### src/rtl/hub75_stream_writer.sv
// hub75_stream_writer: turns a raster-ordered {R,G,B} pixel stream with
// sof/eol markers into framebuffer writes for hub75_driver. It tracks the
// column and row, flags malformed lines and frames, and resynchronises on
// the next start-of-frame.
//
// Handshake: a beat is accepted when i_valid & o_ready. o_ready is i_enable
// delayed by one cycle; there is no other back-pressure, and the upstream
// must hold a beat until it is accepted.
module hub75_stream_writer #(
  parameter int hpixel_p = 64,
  parameter int vpixel_p = 64,
  parameter int bpp_p    = 8,
  localparam int frame_size_p = hpixel_p * vpixel_p,
  localparam int addr_width_p = (frame_size_p > 1) ? $clog2(frame_size_p) : 1
) (
  input  logic                    clk,
  input  logic                    rst,
  input  logic                    i_enable,
  input  logic                    i_valid,
  output logic                    o_ready,
  input  logic [3*bpp_p-1:0]      i_data,
  input  logic                    i_sof,
  input  logic                    i_eol,
  output logic [addr_width_p-1:0] o_framebuf_wr_addr,
  output logic [3*bpp_p-1:0]      o_framebuf_wr_data,
  output logic                    o_framebuf_wr_en,
  output logic                    o_frame_done,
  output logic                    o_err,
  output logic [15:0]             o_frame_count,
  output logic [1:0]              o_state
);

  localparam int x_w_lp = (hpixel_p > 1) ? $clog2(hpixel_p) : 1;
  localparam int y_w_lp = (vpixel_p > 1) ? $clog2(vpixel_p) : 1;
  localparam logic [x_w_lp-1:0]       x_last_lp = x_w_lp'(hpixel_p - 1);
  localparam logic [y_w_lp-1:0]       y_last_lp = y_w_lp'(vpixel_p - 1);
  localparam logic [addr_width_p-1:0] row_step_lp = addr_width_p'(hpixel_p);

  typedef enum logic [1:0] {
    WAIT_SOF = 2'd0,
    ACTIVE   = 2'd1,
    ERR_SKIP = 2'd2
  } state_e;

  state_e                  state_q, state_d;
  logic [x_w_lp-1:0]       x_q, x_d;
  logic [y_w_lp-1:0]       y_q, y_d;
  logic [addr_width_p-1:0] base_q, base_d;
  logic                    ready_q;
  logic                    wr_en_q, wr_en_d;
  logic [addr_width_p-1:0] wr_addr_q, wr_addr_d;
  logic [3*bpp_p-1:0]      wr_data_q, wr_data_d;
  logic                    done_q, done_d;
  logic                    err_q, err_d;
  logic [15:0]             count_q, count_d;

  // Beat classification. A sof beat is always placed at column 0 of row 0,
  // so the position used for this beat is forced to the origin on sof.
  logic                    accept;
  logic                    take;
  logic                    restart;
  logic [x_w_lp-1:0]       x_eff;
  logic [y_w_lp-1:0]       y_eff;
  logic [addr_width_p-1:0] base_eff;
  logic                    at_last_col;
  logic                    at_last_row;
  logic                    line_ok;
  logic                    bad_line;
  logic                    frame_end;

  assign accept      = i_valid & ready_q;
  assign take        = accept & (i_sof | (state_q == ACTIVE));
  assign restart     = accept & i_sof & (state_q == ACTIVE);
  assign x_eff       = i_sof ? '0 : x_q;
  assign y_eff       = i_sof ? '0 : y_q;
  assign base_eff    = i_sof ? '0 : base_q;
  assign at_last_col = (x_eff == x_last_lp);
  assign at_last_row = (y_eff == y_last_lp);
  assign line_ok     = i_eol & at_last_col;
  // eol without last column (early) or last column without eol (missing)
  assign bad_line    = i_eol ^ at_last_col;
  assign frame_end   = take & line_ok & at_last_row;

  // State register
  always_ff @(posedge clk) begin
    if (rst) state_q <= WAIT_SOF;
    else     state_q <= state_d;
  end

  // Next-state: every written beat lands in ACTIVE unless it ends the frame
  // or breaks the line structure.
  always_comb begin
    state_d = state_q;
    if (take) begin
      if (bad_line)       state_d = ERR_SKIP;
      else if (frame_end) state_d = WAIT_SOF;
      else                state_d = ACTIVE;
    end
  end

  // Output and position next values for the written beat
  always_comb begin
    x_d       = x_q;
    y_d       = y_q;
    base_d    = base_q;
    wr_en_d   = 1'b0;
    wr_addr_d = wr_addr_q;
    wr_data_d = wr_data_q;
    err_d     = 1'b0;
    done_d    = 1'b0;
    count_d   = count_q;
    if (take) begin
      wr_en_d   = 1'b1;
      wr_addr_d = base_eff + addr_width_p'(x_eff);
      wr_data_d = i_data;
      err_d     = restart | bad_line;
      if (line_ok) begin
        x_d = '0;
        if (at_last_row) begin
          y_d    = '0;
          base_d = '0;
          done_d = ~restart;
          if (!restart) count_d = count_q + 16'd1;
        end else begin
          y_d    = y_eff + y_w_lp'(1);
          base_d = base_eff + row_step_lp;
        end
      end else if (bad_line) begin
        x_d    = x_eff;
        y_d    = y_eff;
        base_d = base_eff;
      end else begin
        x_d    = x_eff + x_w_lp'(1);
        y_d    = y_eff;
        base_d = base_eff;
      end
    end
  end

  // Datapath and output registers
  always_ff @(posedge clk) begin
    if (rst) begin
      x_q       <= '0;
      y_q       <= '0;
      base_q    <= '0;
      ready_q   <= 1'b0;
      wr_en_q   <= 1'b0;
      wr_addr_q <= '0;
      wr_data_q <= '0;
      done_q    <= 1'b0;
      err_q     <= 1'b0;
      count_q   <= '0;
    end else begin
      x_q       <= x_d;
      y_q       <= y_d;
      base_q    <= base_d;
      ready_q   <= i_enable;
      wr_en_q   <= wr_en_d;
      wr_addr_q <= wr_addr_d;
      wr_data_q <= wr_data_d;
      done_q    <= done_d;
      err_q     <= err_d;
      count_q   <= count_d;
    end
  end

  assign o_ready            = ready_q;
  assign o_framebuf_wr_en   = wr_en_q;
  assign o_framebuf_wr_addr = wr_addr_q;
  assign o_framebuf_wr_data = wr_data_q;
  assign o_frame_done       = done_q;
  assign o_err              = err_q;
  assign o_frame_count      = count_q;
  assign o_state            = state_q;

endmodule

### config.mk
export PLATFORM = sky130hd
export DESIGN_NAME = hub75_stream_writer
export DESIGN_NICKNAME = d
export VERILOG_FILES = /design/src/rtl/hub75_stream_writer.sv
export SDC_FILE = /design/constraint.sdc
export NUM_CORES = 1
export LEC_CHECK = 0
export CAP_MARGIN = 20
export CORE_UTILIZATION = 46
export CTS_CLUSTER_DIAMETER = 50
export DETAILED_ROUTE_END_ITERATION = 10
export HOLD_SLACK_MARGIN = 0.03
export PLACE_DENSITY = 0.77
export SLEW_MARGIN = 40
export SYNTH_ARGS = -nofsm -noshare
export SYNTH_HDL_FRONTEND = slang
export SYNTH_SLANG_ARGS = --single-unit
export TNS_END_PERCENT = 50
### constraint.sdc
create_clock -name clk -period 3.1 [get_ports clk]
set_clock_uncertainty 0.05 [all_clocks]
set_input_delay 0.62 -clock clk [delete_from_list [all_inputs] [get_ports clk]]
set_output_delay 0.62 -clock clk [all_outputs]
set_load 0.02 [all_outputs]
# == Word-level counts from Yosys, hierarchy flattened ==
# Index checks and enable logic that the tools add are counted.
# totals
out_inout_bits,58
register_bits,82
wordCells,48
input_bits,30
# op_classes
n_bitwise,14
muxes,12
eq_ne,3
n_addsub,5
reduce_logical,3
# ops
op,n
2-to-1 mux 12 bit,3
2-to-1 mux 6 bit,6
adder 16 x 1 -> 16 bit (second input constant),1
adder 12 x 6 -> 12 bit,1
adder 12 x 7 -> 12 bit (second input constant),1
adder 6 x 1 -> 6 bit (second input constant),2
equality test 6 bit (second input constant),2
AND 1 bit,7
inverter 1 bit,4
AND reduction 4 bit,1
OR reduction 4 bit,1
equality test 2 x 1 -> 1 bit (second input constant),1
2-to-1 mux 1 bit,2
2-to-1 mux 2 bit,1
bitwise OR 1 bit,2
OR reduction 2 bit,1
XOR 1 bit,1

# == Depth between registers and ports, before layout ==
# logic_depth
ltp_word,7
depth_mapped,15

# == Least setup slack after synthesis ==
# Ideal clock, no wire load.
# synth_path
kind,in2reg
startpoint,input port i_sof
endpoint,"register count_q[13], in the netlist o_frame_count[13]"
setup_slack_ns,-0.260
path_stages,13
t_required_ns,2.927
setup_time_ns,0.123
arrival_ns,3.187
cell_sequence,clkbuf_1 > buf_2 > clkbuf_1 > nor2b_1 > ha_1 > nand3_1 > nor2_1 > ha_1 > clkbuf_1 > o211ai_1 > nor4_2 > nand3_1 > mux2_1
# synth_between
elab_chain_cells,4
word_cells_on_any_way,11
# synth_rtl
item,line_no,text
from (decl),22,"input logic i_sof,"
2-to-1 mux 6 bit or AND 1 bit (tied branches),"74, 73",
equality test 6 bit or AND 1 bit (tied branches),"77, 73",
AND 1 bit or inverter 1 bit (tied branches),-,
AND reduction 4 bit (no source line) *,-,
to (signal assigned),163,count_q <= count_d;
to (decl),55,"logic [15:0] count_q, count_d;"
# Mark *: on every way between the ends. The rest lies on a longest branch, timed or not.
# A chain may end at the register's enable or synchronous reset.

# == Worst setup path after layout ==
# layout_path
startpoint,input port i_sof
endpoint,"register count_q[9], in the netlist o_frame_count[9]"
# The elaborated chain is that of the path after synthesis.

==> results.yml <==
grt:
  grt_pass1_wl_um: 16700
  busiest_layer: "met2"
  antenna_found_initial: 0
  grt_use_total: 0.236
  grt_util_met1: 0.279
  use_met2: 0.420
  grt_pass1_vias: 3622
  grt-ovfl-total: 0
  grtUsageMet3: 0.0590
  grt_max_degree: 52
clock_network:
  cts_tree: "yes"
  cts-root-buf: "clkbuf_8"
  cts_buffers: 9
  cts_buffer_depth: 2
  cts_hold_buf: 0
  htreeDepth: 3
  insertion_delay_ps: 360
  cts_num_sinks: 82
  clk_pin_slew_ps: 80
routing:
  drtPass1Iterations: 5
  num_vias: 3961
  drtIter0Drc: 195
  wire_per_inst_um: 14.8
  route.final.wire_length_um: 10600
  detail-route-antenna-nets: 0
  vias_per_cell: 5.52
  drc: 0
min_path:
  holdPathStages: 2
  worstHoldPathType: "reg2reg"
  min_from: "o_framebuf_wr_data[19]"
power:
  power_density_nw_per_um2: 385
  ir_drop_mv: 0.244
  cellLeakagePower_nw: 1.95
  p_total_w: 0.00209
critical_path:
  rr_worst_depth: 12
  crit_path_end_kind: "flop"
  worstPathArrival_ps: 2780
  crit_type: "in2reg"
  rrSetupSlack_ps: 550
  crit_path_start_kind: "input pin"
  crit_fanout: 9
  cp.required_ps: 3310
  reg2reg_from: "x_q[0]"
  cp-startpoint: "i_sof"
final_layout:
  final_cell_mix: "85 x clkdlybuf4s50_1, 82 x dfxtp_1, 80 x nand2_1"
  syn2layout_area_growth_pct: 35.1
  nets: 647
  final_area_um2: 5430
  diodes: 0
  drive_gt1_frac: 0.105
  layout_commonest_cell: "clkdlybuf4s50_1"
  fin_util: 0.651
die:
  num_rows: 33
  fp.dieW_um: 95.5
  die-area_um2: 9110
  start_util: 0.482
  ios: 88
  die_h_um: 95.5
  coreArea_um2: 8340
placed_design:
  port_buffers: 87
  hpwlAfterDp_um: 7590
  placed_area_um2: 5190
  place_congestion: 0.872
synthesis:
  yosysSeqAreaShare: 0.409
  synthCells: 506
  synth_ff_type: "dfxtp_1"
  async_reset_ff_frac: 0
  syn_nets: 546
  synth_edf_count: 0
  syn_area_um2: 4020
  ys_ff_latch: 82
  synthDistinctLibCells: 56
  yosysWarnings: 0
  syn_area_per_cell_um2: 7.94
timing:
  finalSetupViolCount: 0
  hold_viol: 0
  slew-limit-headroom: 0.621
  worstMarginPinSlew_ps: 569
  finalMaxSlewViolations: 0
  min_period_ps: 2570
  rsz0062_at_grt: "no"
  period_share: 0.829
  clock.fmax_ghz: 0.389
job:
  timing.max_cap.violations: 0
run_status:
  outcome: "finished clean"
-- final cells by class --
| cell class | count | area (µm²) |
|---|---|---|
| clock buffers | 12 | 145 |
| well taps | 105 | 131 |
| multi-input cells | 382 | 2240 |
| clock inverters | 4 | 75.1 |
| flip-flops and latches | 82 | 1640 |
| repair buffers | 126 | 1170 |
| fillers | 723 | 2910 |
| inverters | 6 | 22.5 |
-- power by group --
group	leakage (nW)	switching, W	total, W	internal [W]
Combinational	1.19	0.0000824	0.000161	0.0000789
Clock	0.103	0.000382	0.000859	0.000476
Sequential	0.662	0.00000697	0.00107	0.00106
Total	1.95	0.000472	0.00209	0.00162
-- cells in the mapped netlist (all sizes together) (4+ instances only) --
cell type | number | share of area
a21oi | 54 | 0.067
nor3 | 12 | 0.015
ha | 9 | 0.028
inv | 6 | 0.0056
and2 | 9 | 0.014
xnor2 | 17 | 0.037
nor2 | 41 | 0.038
clkbuf | 34 | 0.032
nand4 | 7 | 0.011
dfxtp | 82 | 0.41
a211oi | 6 | 0.011
or3 | 5 | 0.0078
nand2b | 8 | 0.012
o211ai | 4 | 0.0075
o21ai | 21 | 0.026
a311oi | 4 | 0.0087
nor2b | 16 | 0.025
and3 | 9 | 0.015
a31oi | 4 | 0.0062
nand3 | 21 | 0.029
nand2 | 80 | 0.075
nor4 | 6 | 0.011
xor2 | 4 | 0.0087
-- metal layers --
metal  vias to the layer above  part of all wire
met5                         -                 0
met4                         0             0.016
met3                        20             0.055
met2                       123              0.50
met1                      1830              0.43
li1                       1988                 -
-- final timing paths --
| check | endpoint |
|---|---|
| max reg2reg | o_frame_count[9] |
| min | o_framebuf_wr_data[19] |
| min reg2reg | o_framebuf_wr_data[19] |
| max | o_frame_count[9] |
-- what timing repair did --
item	4_1_cts	5_1_grt
resized for setup	0	2
setup buffers	0	2
endpoints found under the setup margin	0	8
-- stage by stage --
step | std cells | setup TNS, ps | hold slack, ps | setup slack [ps]
2_1_floorplan | 506 | 0 | 371 | 12.4
3_3_place_gp | 699 | -557 | 391 | -128
3_5_place_dp | 699 | -2070 | 386 | -233
4_1_cts | 715 | 0 | 409 | 134
5_1_grt | 717 | 0 | 422 | 292
6_report | 717 | 0 | 408 | 529
-- kinds of logic (layout without fill, tap and decap cells) --
family | count (synthesis) | after routing | synth area share
and+or+nand+nor | 230 | 230 | 0.285
AOI/OAI and AO/OA | 119 | 119 | 0.182
DFF | 82 | 82 | 0.409
buffers and inverters | 42 | 148 | 0.0399
xor gates and xnor gates | 21 | 21 | 0.0458
adders and majority gates | 11 | 11 | 0.0355
muxes | 1 | 1 | 0.00280
-- registers in the layout (all words and copies together) (netlist names) --
name / flops
o_frame_done: 1
x_q: 6
o_ready: 1
o_state: 2
o_frame_count: 16
base_q: 12
o_framebuf_wr_addr: 12
o_framebuf_wr_en: 1
o_err: 1
y_q: 6
o_framebuf_wr_data: 24
-- worst max-delay path: stages --
cell	delay, ps
dlymetal6s2s_1	210
buf_4	210
nor2b_1	140
nand3_1	100
nor2_1	110
ha_1	190
o211ai_1	130
buf_4	180
nor4_4	390
buf_4	180
a311oi_1	90
a41o_1	220
Power figures use the tool's default switching activity.
